`config.mk`:
```
export PLATFORM = sky130hd
export DESIGN_NAME = m_carry_accum
export DESIGN_NICKNAME = d
export VERILOG_FILES = /design/src/rtl/stoch_pkg.sv /design/src/rtl/m_carry_popcount.sv /design/src/rtl/m_carry_accum.sv
export SDC_FILE = /design/constraint.sdc
export NUM_CORES = 1
export LEC_CHECK = 0
export CAP_MARGIN = 20
export CORE_MARGIN = 2
export CORE_UTILIZATION = 35
export DETAILED_ROUTE_END_ITERATION = 16
export HOLD_SLACK_MARGIN = 0.03
export PLACE_DENSITY_LB_ADDON = 0.2
export REMOVE_ABC_BUFFERS = 1
export SKIP_CTS_REPAIR_TIMING = 1
export SLEW_MARGIN = 40
export SYNTH_ARGS = -nofsm -noshare
export SYNTH_HDL_FRONTEND = slang
export SYNTH_SLANG_ARGS = --single-unit
```
`constraint.sdc`:
```
create_clock -name CLK -period 6.3 [get_ports CLK]
set_input_delay 0.945 -clock CLK [delete_from_list [all_inputs] [get_ports CLK]]
set_output_delay 0.945 -clock CLK [all_outputs]
set_load 0.05 [all_outputs]
```
`src/rtl/stoch_pkg.sv`:
```
// rtl/stoch_pkg.sv - width helpers shared by the stochastic-domain carry blocks
package stoch_pkg;

  // Smallest bit count able to index 'value' distinct codes (minimum 1).
  function automatic int f_clog2(input int value);
    int r;
    r = 0;
    for (int i = 0; i < 31; i++) begin
      if ((1 << i) < value) r = i + 1;
    end
    return (r < 1) ? 1 : r;
  endfunction

  // Density estimate must hold 0..2^win_log2 inclusive.
  function automatic int f_dens_w(input int win_log2);
    return win_log2 + 1;
  endfunction

endpackage

```
`src/rtl/m_carry_popcount.sv`:
```
// rtl/m_carry_popcount.sv - combinational popcount of a carry vector
module m_carry_popcount
  import stoch_pkg::*;
#(
  parameter int N = 2,
  parameter int W = f_clog2(N + 1)
) (
  input  logic [N-1:0] bits_i,
  output logic [W-1:0] count_o
);

  always_comb begin
    count_o = '0;
    for (int i = 0; i < N; i++) begin
      count_o = count_o + W'(bits_i[i]);
    end
  end

endmodule

```
`src/rtl/m_carry_accum.sv`:
```
// rtl/m_carry_accum.sv - carry banking accumulator with windowed density readout (OVF via M_CARRY_ACCUM_OVF_EN)
module m_carry_accum
  import stoch_pkg::*;
#(
  parameter int N_CARRY  = 2,
  parameter int CNT_W    = 4,
  parameter int WIN_LOG2 = 4
) (
  input  logic                      CLK,
  input  logic                      RST_N,
  input  logic                      EN,
  input  logic                      CLR,
  input  logic                      OR_IN,
  input  logic [N_CARRY-1:0]        CARRY_IN,
  output logic                      OUT,
  output logic [f_dens_w(WIN_LOG2)-1:0] DENS,
  output logic                      DENS_VALID
`ifdef M_CARRY_ACCUM_OVF_EN
  ,
  output logic                      OVF
`endif
);

  localparam int INC_W  = f_clog2(N_CARRY + 1);
  localparam int SUM_W  = CNT_W + 2;
  localparam int DENS_W = f_dens_w(WIN_LOG2);
  localparam int WP_W   = (WIN_LOG2 > 0) ? WIN_LOG2 : 1;
  localparam logic [CNT_W-1:0] CNT_MAX = {CNT_W{1'b1}};

  logic [INC_W-1:0]  inc;
  logic              have;
  logic              drain;
  logic              out_bit;
  logic [SUM_W-1:0]  cnt_sum;
  logic              sat;
  logic              wrap;

  logic [CNT_W-1:0]  cnt_q, cnt_d;
  logic [DENS_W-1:0] wcnt_q, wcnt_d;
  logic [WP_W-1:0]   wpos_q, wpos_d;
  logic              out_q, out_d;
  logic [DENS_W-1:0] dens_q, dens_d;
  logic              dv_q, dv_d;

  m_carry_popcount #(
    .N (N_CARRY),
    .W (INC_W)
  ) u_popcount (
    .bits_i  (CARRY_IN),
    .count_o (inc)
  );

  assign have    = (cnt_q != '0);
  assign out_bit = OR_IN | have;
  assign drain   = ~OR_IN & have;
  // Extra headroom bits let the overshoot be detected before clamping.
  assign cnt_sum = SUM_W'(cnt_q) + SUM_W'(inc) - SUM_W'(drain);
  assign sat     = (cnt_sum > SUM_W'(CNT_MAX));
  assign wrap    = (WIN_LOG2 == 0) || (wpos_q == WP_W'((1 << WIN_LOG2) - 1));

  always_comb begin
    cnt_d  = cnt_q;
    wcnt_d = wcnt_q;
    wpos_d = wpos_q;
    out_d  = 1'b0;
    dens_d = dens_q;
    dv_d   = 1'b0;
    if (CLR) begin
      cnt_d  = '0;
      wcnt_d = '0;
      wpos_d = '0;
    end else if (EN) begin
      cnt_d = sat ? CNT_MAX : cnt_sum[CNT_W-1:0];
      out_d = out_bit;
      if (wrap) begin
        dens_d = wcnt_q + DENS_W'(out_bit);
        wcnt_d = '0;
        wpos_d = '0;
        dv_d   = 1'b1;
      end else begin
        wcnt_d = wcnt_q + DENS_W'(out_bit);
        wpos_d = wpos_q + 1'b1;
      end
    end
  end

  always_ff @(posedge CLK or negedge RST_N) begin
    if (!RST_N) begin
      cnt_q  <= '0;
      wcnt_q <= '0;
      wpos_q <= '0;
      out_q  <= 1'b0;
      dens_q <= '0;
      dv_q   <= 1'b0;
    end else begin
      cnt_q  <= cnt_d;
      wcnt_q <= wcnt_d;
      wpos_q <= wpos_d;
      out_q  <= out_d;
      dens_q <= dens_d;
      dv_q   <= dv_d;
    end
  end

  assign OUT        = out_q;
  assign DENS       = dens_q;
  assign DENS_VALID = dv_q;

`ifdef M_CARRY_ACCUM_OVF_EN
  logic ovf_q, ovf_d;

  always_comb begin
    ovf_d = ovf_q;
    if (CLR)            ovf_d = 1'b0;
    else if (EN && sat) ovf_d = 1'b1;
  end

  always_ff @(posedge CLK or negedge RST_N) begin
    if (!RST_N) ovf_q <= 1'b0;
    else        ovf_q <= ovf_d;
  end

  assign OVF = ovf_q;
`endif

endmodule

```
* Yosys cells after proc, flatten, opt, wreduce, memory -nomap -nowiden *
Index checks and enable logic that the tools add are counted.

operators by class
  $lt $le $gt $ge = 1
  add/subtract/negate cells = 5
  bitwise operators = 4
  equal/unequal tests = 1
  reduce and logical (&&, ||, !) cells = 3
  mux-type cells = 14

operators with widths
  kind                 count
  $mux 4               6
  $mux 5               3
  $gt 6x4->1 const B   1
  $sub 5x1->6          1
  $add 4x2->5          1
  $add 5x1->5          1
  $mux 1               5
  $add 4x1->4 const B  1
  $eq 4x4->1 const B   1
  $reduce_bool 4->1    1
  $reduce_and 3->1     1
  $add 1x1->2          1
  $not 1->1            2
  $reduce_bool 2->1    1
  $and 1x1->1          1
  $or 1x1->1           1

word-level totals
  input port bits = 7
  register bits = 20
  word-level logic and storage cells = 34
  output and inout port bits = 7

* Depth between registers and ports, before layout *
Gate-level depths: netlist of the first run.

  depth after elaboration = 7
  mapped depth = 11
  depth with buffers taken out = 11

* By module *
A second synthesis of the first run with hierarchy kept.

unflattened totals
  cells, all modules = 109
  area total of the unflattened synthesis = 1136.1 um^2

by module, submodules not included
  module            instances  cells each  area an instance (um^2)
  m_carry_accum     1          108         1123.6
  m_carry_popcount  1          1           12.5

* Least setup slack after synthesis of the first run *
No wires, ideal clock.

  kind = input-to-reg
  from = in OR_IN
  to = reg cnt_q[0]
  data arrival time = 2.679 ns
  stages = 9
  path buffers = 0
  required time = 6.201 ns
  setup time = 0.099 ns
  setup slack = 3.521 ns
  cells stage by stage = a21oi_1 -> ha_1 -> inv_1 -> fa_1 -> fa_1 -> nand3b_1 -> and4_4 -> a211oi_2 -> a311oi_1

between the ends
  cells in the longest elaborated chain, start to end = 7

RTL lines
  what                  RTL line             source
  from (decl)           m_carry_accum.sv:13  input logic OR_IN,
  $not 1->1 (*)         m_carry_accum.sv:55  assign drain = ~OR_IN & have;
  $and 1x1->1 (*)       m_carry_accum.sv:55
  $sub 5x1->6 (*)       m_carry_accum.sv:57  assign cnt_sum = SUM_W'(cnt_q) + SUM_W'(inc) - SUM_W'(drain);
  $gt 6x4->1            m_carry_accum.sv:58  assign sat = (cnt_sum > SUM_W'(CNT_MAX));
  $mux 4 (*)            m_carry_accum.sv:73  cnt_d = sat ? CNT_MAX : cnt_sum[CNT_W-1:0];
  $mux 4 (*)            m_carry_accum.sv:72  end else if (EN) begin
  $mux 4 (*)            m_carry_accum.sv:68  if (CLR) begin
  to (signal assigned)  m_carry_accum.sv:96  cnt_q <= cnt_d;
  to (decl)             m_carry_accum.sv:38  logic [CNT_W-1:0] cnt_q, cnt_d;

Every way passes the cells marked *; elsewhere a longest branch is shown, timed or not. The select of a mux whose other input is x is not followed.
A chain may end at the register's enable or synchronous reset.

* Worst setup path after layout of the first run *
Same ends and word-level chain as after synthesis.

==> flow_summary_export.csv, run 1 <==
group,metric,value,unit
run_status,status,"finished clean",
cells_and_area,regArea,500,um2
synth,synth_edf_count,0,
synth,yosys.area.top_type_share,0.434,
global_routing,antenna_found_initial,0,
sta,rsz0062_at_grt,"no",
detailed_routing,drt-total-wl,1990,um
sta,timing.slew.headroom,0.652,
global_routing,grt.total_usage,0.125,
die,dieArea,3770,um2
pwr,power_density,227,nW/um2
synth,ys_types,32,
sta,setup_violations,0,
die,dieWidth,61.4,um
die,core,3100,um2
global_routing,grt_max_degree,21,
clock_network,htree_levels,1,
synth,yosys.area_share.simple,0.169,
cells_and_area,fill_cells,323,
synth,yosys.area.top_type,"dfrtp_1",
placement,gp_congestion,0.693,
synth,netlist_top_cells_area,"dfrtp_1 (43%), ha_1 (9.8%), nor2_1 (3.6%)",
synth,synthMuxAreaShare,0.0282,
die,rows,20,
global_routing,overflow,0,
detailed_routing,via_count,771,
worst_setup_path,start_kind,"input pin",
synth,syn_area_per_cell,11.1,um2
clock_network,clock-sinks,20,
die,ioPinCount,14,
clock_network,cts.clk_slew.worst_paths,0.11,ns
cells_and_area,drive_gt1_frac,0.119,
clock_network,cts_max_path_buffers,2,
sta,finalCriticalPeriod,3.08,ns
synth,ys.flop_type,"dfrtp_1",
cells_and_area,nets,138,
die,die_height,61.4,um
detailed_routing,wl_per_cell,12.3,um
synth,synth_area,1150,um2
synth,ys_async_sr_fraction,1.00,
worst_setup_path,cp.arrival,3.28,ns
sta,worst_slew_pin_slew,0.521,ns
detailed_routing,first_pass_iters,3,
clock_network,root_buffer,"clkbuf_4",
sta,fmax,324,MHz
detailed_routing,ant_nets,0,
placement,port_buffers,13,
cells_and_area,multi_input_area,591,um2
global_routing,grt_pass1_vias,790,
pwr,p_leak,0.637,nW
synth,synth_compound_area_frac,0.137,
pwr,ir_drop,0.0843,mV
worst_setup_path,path_class,"input pin to register",
hold_path,hold_class,"register to register",
sta,tns,0,ns
synth,synth_top_family_by_area,"simple AND/OR/NAND/NOR gates",
synth,synth_cells,104,
synth,synth_seq_cells,20,
sta,holdWs,0.518,ns
synth,synth_fa_ha_area_frac,0.132,
cells_and_area,syn_to_final_growth,15.4,%
die,start_util,0.372,
worst_setup_path,worstPathRequired,6.50,ns
detailed_routing,drt-initial-drc-count,17,
synth,yosysWarnings,0,
worst_setup_path,crit_fanout,4,
sta,skew,0.00571,ns
clock_network,worstSkewPairLatency,0.29,ns
detailed_routing,drc_errors,0,
worst_setup_path,cp-end-kind,"register",
clock_network,cts_tree,"yes",
detailed_routing,viasPerCell,4.76,
cells_and_area,antenna-diode-count,0,
sta,hold_violations,0,
sta,drv_slew,0,
synth,synth_common_cells,"dfrtp_1 (20), nor2_1 (11), inv_1 (10)",
placement,dp_hpwl,1570,um
synth,synth.most_common_cell,"dfrtp_1",
synth,yosysSeqAreaShare,0.434,
clock_network,cts_made_buffers,3,
flow_run,maxCapViolCount,0,
sta,period_share,0.489,
global_routing,grt_pass1_wl,3430,um
synth,synth_xor_area_frac,0.0456,
-- per-layer routing --
layer / vias up / track usage / part of all wire
met5: - / 0 / 0
met4: 0 / 0.0456 / 0.0096
met3: 2 / 0.0252 / 0.021
met2: 8 / 0.211 / 0.50
met1: 374 / 0.158 / 0.47
li1: 387 / - / -
-- per-stage QoR --
step | util | cell area (um2) | worst slack [ns] | total power, mW | instances
5_1_grt | 0.429 | 1330 | 3.05 | 0.326 | 162
4_1_cts | 0.429 | 1330 | 3.21 | 0.308 | 162
2_1_floorplan | - | 1130 | 3.52 | 0.220 | 102
6_report | 0.429 | 1330 | 3.22 | 0.302 | 162
3_5_place_dp | 0.422 | 1310 | 2.88 | 0.248 | 159
3_3_place_gp | 0.423 | 1310 | 2.97 | 0.244 | 159
-- flip-flops by register name, indices dropped and copies added, names as in the netlist --
signal	count
wcnt_q	5
OUT	1
DENS	5
cnt_q	4
DENS_VALID	1
wpos_q	4
-- cells in the final DEF, fill, tap and decap left out, drive strengths merged --
| cell | n |
|---|---|
| a211oi | 1 |
| a21o | 3 |
| a21oi | 6 |
| a22o | 3 |
| a311oi | 4 |
| a31oi | 1 |
| and4 | 1 |
| buf | 1 |
| clkbuf | 3 |
| clkdlybuf4s50 | 12 |
| dfrtp | 20 |
| fa | 2 |
| ha | 9 |
| inv | 10 |
| mux2 | 2 |
| mux2i | 1 |
| nand2 | 3 |
| nand2b | 3 |
| nand3 | 4 |
| nand3b | 2 |
| nor2 | 12 |
| nor2b | 3 |
| nor3 | 1 |
| o21ai | 3 |
| o22ai | 1 |
| or3 | 1 |
| xnor2 | 3 |
| xor2 | 3 |
-- cell type report --
type                       count  area share
timing repair buffer          13      0.0940
sequential                    20       0.376
clock buffer                   3      0.0169
tap                           44      0.0414
multi-input combinational     72       0.444
inverter                      10      0.0282
-- final timing paths --
| kind | start | to | slack (ns) | cells past startpoint |
|---|---|---|---|---|
| worst max-delay path | OR_IN | cnt_q[0]$_DFFE_PN0P_ | 3.22 | 10 |
| worst min-delay path | DENS[1]$_DFFE_PN0P_ | DENS[1]$_DFFE_PN0P_ | 0.52 | 1 |
| worst max register to register | cnt_q[3]$_DFFE_PN0P_ | cnt_q[0]$_DFFE_PN0P_ | 3.57 | 11 |
| worst min register to register | DENS[1]$_DFFE_PN0P_ | DENS[1]$_DFFE_PN0P_ | 0.52 | 1 |
| max in group asynchronous | RST_N | OUT$_DFF_PN0_ | 5.40 | 1 |
| min in group asynchronous | RST_N | wcnt_q[3]$_DFFE_PN0P_ | 0.58 | 1 |
-- worst max-delay path, stage by stage --
cell and delay, ns:
clkdlybuf4s50_1 0.47, a21oi_1 0.05, ha_1 0.28, inv_1 0.05, fa_1 0.40, fa_1 0.42, nand3b_1 0.12, and4_4 0.22
a211oi_2 0.06, a311oi_1 0.28
-- power breakdown --
| part | switching [mW] | total, mW | internal (mW) |
|---|---|---|---|
| Combinational | 0.0537 | 0.0988 | 0.0451 |
| Clock | 0.0365 | 0.0587 | 0.0222 |
| Sequential | 0.00706 | 0.144 | 0.137 |
-- cells by family after synthesis --
kind of cell / after synthesis
AOI/OAI and AO/OA: 22
xor gates and xnor gates: 6
adders and majority gates: 11
buffers and inverters: 12
DFF: 20
muxes: 3
and+or+nand+nor: 30
No activity file was read; power rests on OpenSTA's default activity.
==> run 2: changes to the inputs <==
clock period = 2.7 ns   (was 6.3 ns; I/O delays follow)
==> flow_summary_export.csv, run 2 (synthesis results as in run 1) <==
group,metric,value,unit
die,dieArea,3770,um2
pwr,p_seq_frac,0.425,
flow_run,maxCapViolCount,0,
placement,port_buffers,13,
clock_network,cts_tree,"yes",
clock_network,htree_levels,1,
global_routing,overflow,0,
sta,fmax,386,MHz
detailed_routing,drc_errors,0,
detailed_routing,wl_per_cell,12.5,um
die,die_height,61.4,um
die,start_util,0.372,
worst_setup_path,worstSetupEndpoint,"cnt_q[3]$_DFFE_PN0P_",
cells_and_area,antenna-diode-count,0,
worst_setup_path,r2r_cells,11,
pwr,intPower,548,uW
die,core,3100,um2
placement,gp_congestion,0.697,
worst_setup_path,path_class,"register to register",
cells_and_area,syn_to_final_growth,27.0,%
clock_network,cts_max_path_buffers,2,
global_routing,grt.total_usage,0.127,
cells_and_area,drive_gt1_frac,0.252,
worst_setup_path,cp-end-kind,"register",
worst_setup_path,worstPathRequired,2.86,ns
sta,hold_violations,0,
clock_network,worstSkewPairLatency,0.30,ns
sta,timing.slew.headroom,0.669,
pwr,power_density,546,nW/um2
worst_setup_path,cp-startpoint,"cnt_q[2]$_DFFE_PN0P_",
sta,drv_slew,0,
cells_and_area,final_cell_mix,"dfrtp_1 (20), clkdlybuf4s50_1 (13), nor2_1 (10)",
pwr,clock_power_share,0.212,
cells_and_area,finalNonFillerCells,171,
worst_setup_path,crit_fanout,4,
sta,worst_slew_pin_slew,0.495,ns
pwr,power_frac_comb,0.363,
placement,dp_hpwl,1640,um
detailed_routing,ant_nets,0,
sta,rsz0062_at_grt,"yes",
global_routing,antenna_found_initial,0,
global_routing,grt_pass1_wl,3440,um
clock_network,cts.clk_slew.worst_paths,0.11,ns
pwr,ir_drop,0.222,mV
run_status,status,"finished clean",
detailed_routing,drt-initial-drc-count,27,
die,ioPinCount,14,
sta,setup_violations,0,
clock_network,root_buffer,"clkbuf_4",
sta,finalCriticalPeriod,2.59,ns
cells_and_area,nets,146,
clock_network,cts_made_buffers,3,
placement,pre_cts_slack,-0.150,ns
die,rows,20,
hold_path,hold_class,"input pin to asynchronous set/reset pin",
sta,setup_slack,0.109,ns
detailed_routing,viasPerCell,4.71,
detailed_routing,first_pass_iters,4,
cells_and_area,layout_commonest_cell,"dfrtp_1",
detailed_routing,drt-total-wl,2140,um
detailed_routing,via_count,805,
clock_network,clock-sinks,20,
pwr,p_leak,0.682,nW
worst_setup_path,rrSetupSlack,0.11,ns
worst_setup_path,start_kind,"register",
pwr,p_switching,252,uW
worst_setup_path,cp.arrival,2.75,ns
sta,skew,0.00784,ns
global_routing,grt_max_degree,21,
placement,dp_cells,163,
worst_setup_path,reg2reg_to,"cnt_q[3]$_DFFE_PN0P_",
pwr,swShare,0.315,
cells_and_area,utilization,0.472,
sta,period_share,0.960,
global_routing,grt_pass1_vias,777,
worst_setup_path,r2r_start,"cnt_q[2]$_DFFE_PN0P_",
die,dieWidth,61.4,um
run 2: cell count changes in the layout (fill, tap and decap cells not counted), moves of 2 or more:
cell and change:
inv_1 -3, ha_1 -2, inv_2 +3, buf_4 +8, fa_2 +2, fa_1 -2
ha_4 +2
run 2: stage by stage:
step	total power [mW]	TNS (ns)	area (um2)	hold WS [ns]
2_1_floorplan	0.513	0	1130	0.109
3_3_place_gp	0.580	-0.227	1340	0.485
3_5_place_dp	0.588	-0.568	1340	0.498
4_1_cts	0.763	-0.0471	1380	0.430
5_1_grt	0.868	-0.159	1470	0.432
6_report	0.800	0	1470	0.430
run 2: critical path, cell delays in order (launching register included):
cell      delay [ns]
dfrtp_1         0.43
inv_2           0.10
ha_4            0.15
a21oi_4         0.06
ha_4            0.25
inv_2           0.03
fa_2            0.40
fa_2            0.37
nand3b_1        0.12
a31oi_2         0.09
a211oi_2        0.31
a311oi_1        0.14
run 2: layer usage:
metal  vias to the layer above  routed length (um)  GRT usage  share of wire
met3                         2                  71     0.0378          0.033
met1                       380                 902      0.160           0.42
met2                        18                1140      0.208           0.53
met5                         -                   0          0              0
li1                        405                   -          -              -
met4                         0                  26     0.0456          0.012
run 2: power by group through the flow:
stage          Clock (mW)  Sequential [mW]  Combinational [mW]
6_report            0.170            0.340               0.290
3_5_place_dp            0            0.343               0.245
2_1_floorplan           0            0.353               0.159
4_1_cts             0.181            0.337               0.245
5_1_grt             0.198            0.344               0.326
3_3_place_gp            0            0.342               0.238
run 2: final cells by class:
type	instances	area, um2
fillers	314	1640
multi-input cells	72	646
flip-flops and latches	20	500
repair buffers	21	190
well taps	44	55.1
inverters	10	37.5
clock buffers	4	36.3
run 2: worst min path at each step:
| stage | end | cells after the start | from |
|---|---|---|---|
| after floorplan | DENS[0]$_DFFE_PN0P_ | 0 | RST_N |
| after global placement | wcnt_q[4]$_DFFE_PN0P_ | 2 | wcnt_q[4]$_DFFE_PN0P_ |
| after detailed placement | DENS[0]$_DFFE_PN0P_ | 1 | DENS[0]$_DFFE_PN0P_ |
| after CTS | wpos_q[0]$_DFFE_PN0P_ | 2 | RST_N |
| after global routing | wpos_q[3]$_DFFE_PN0P_ | 2 | RST_N |
| final | wpos_q[0]$_DFFE_PN0P_ | 2 | RST_N |
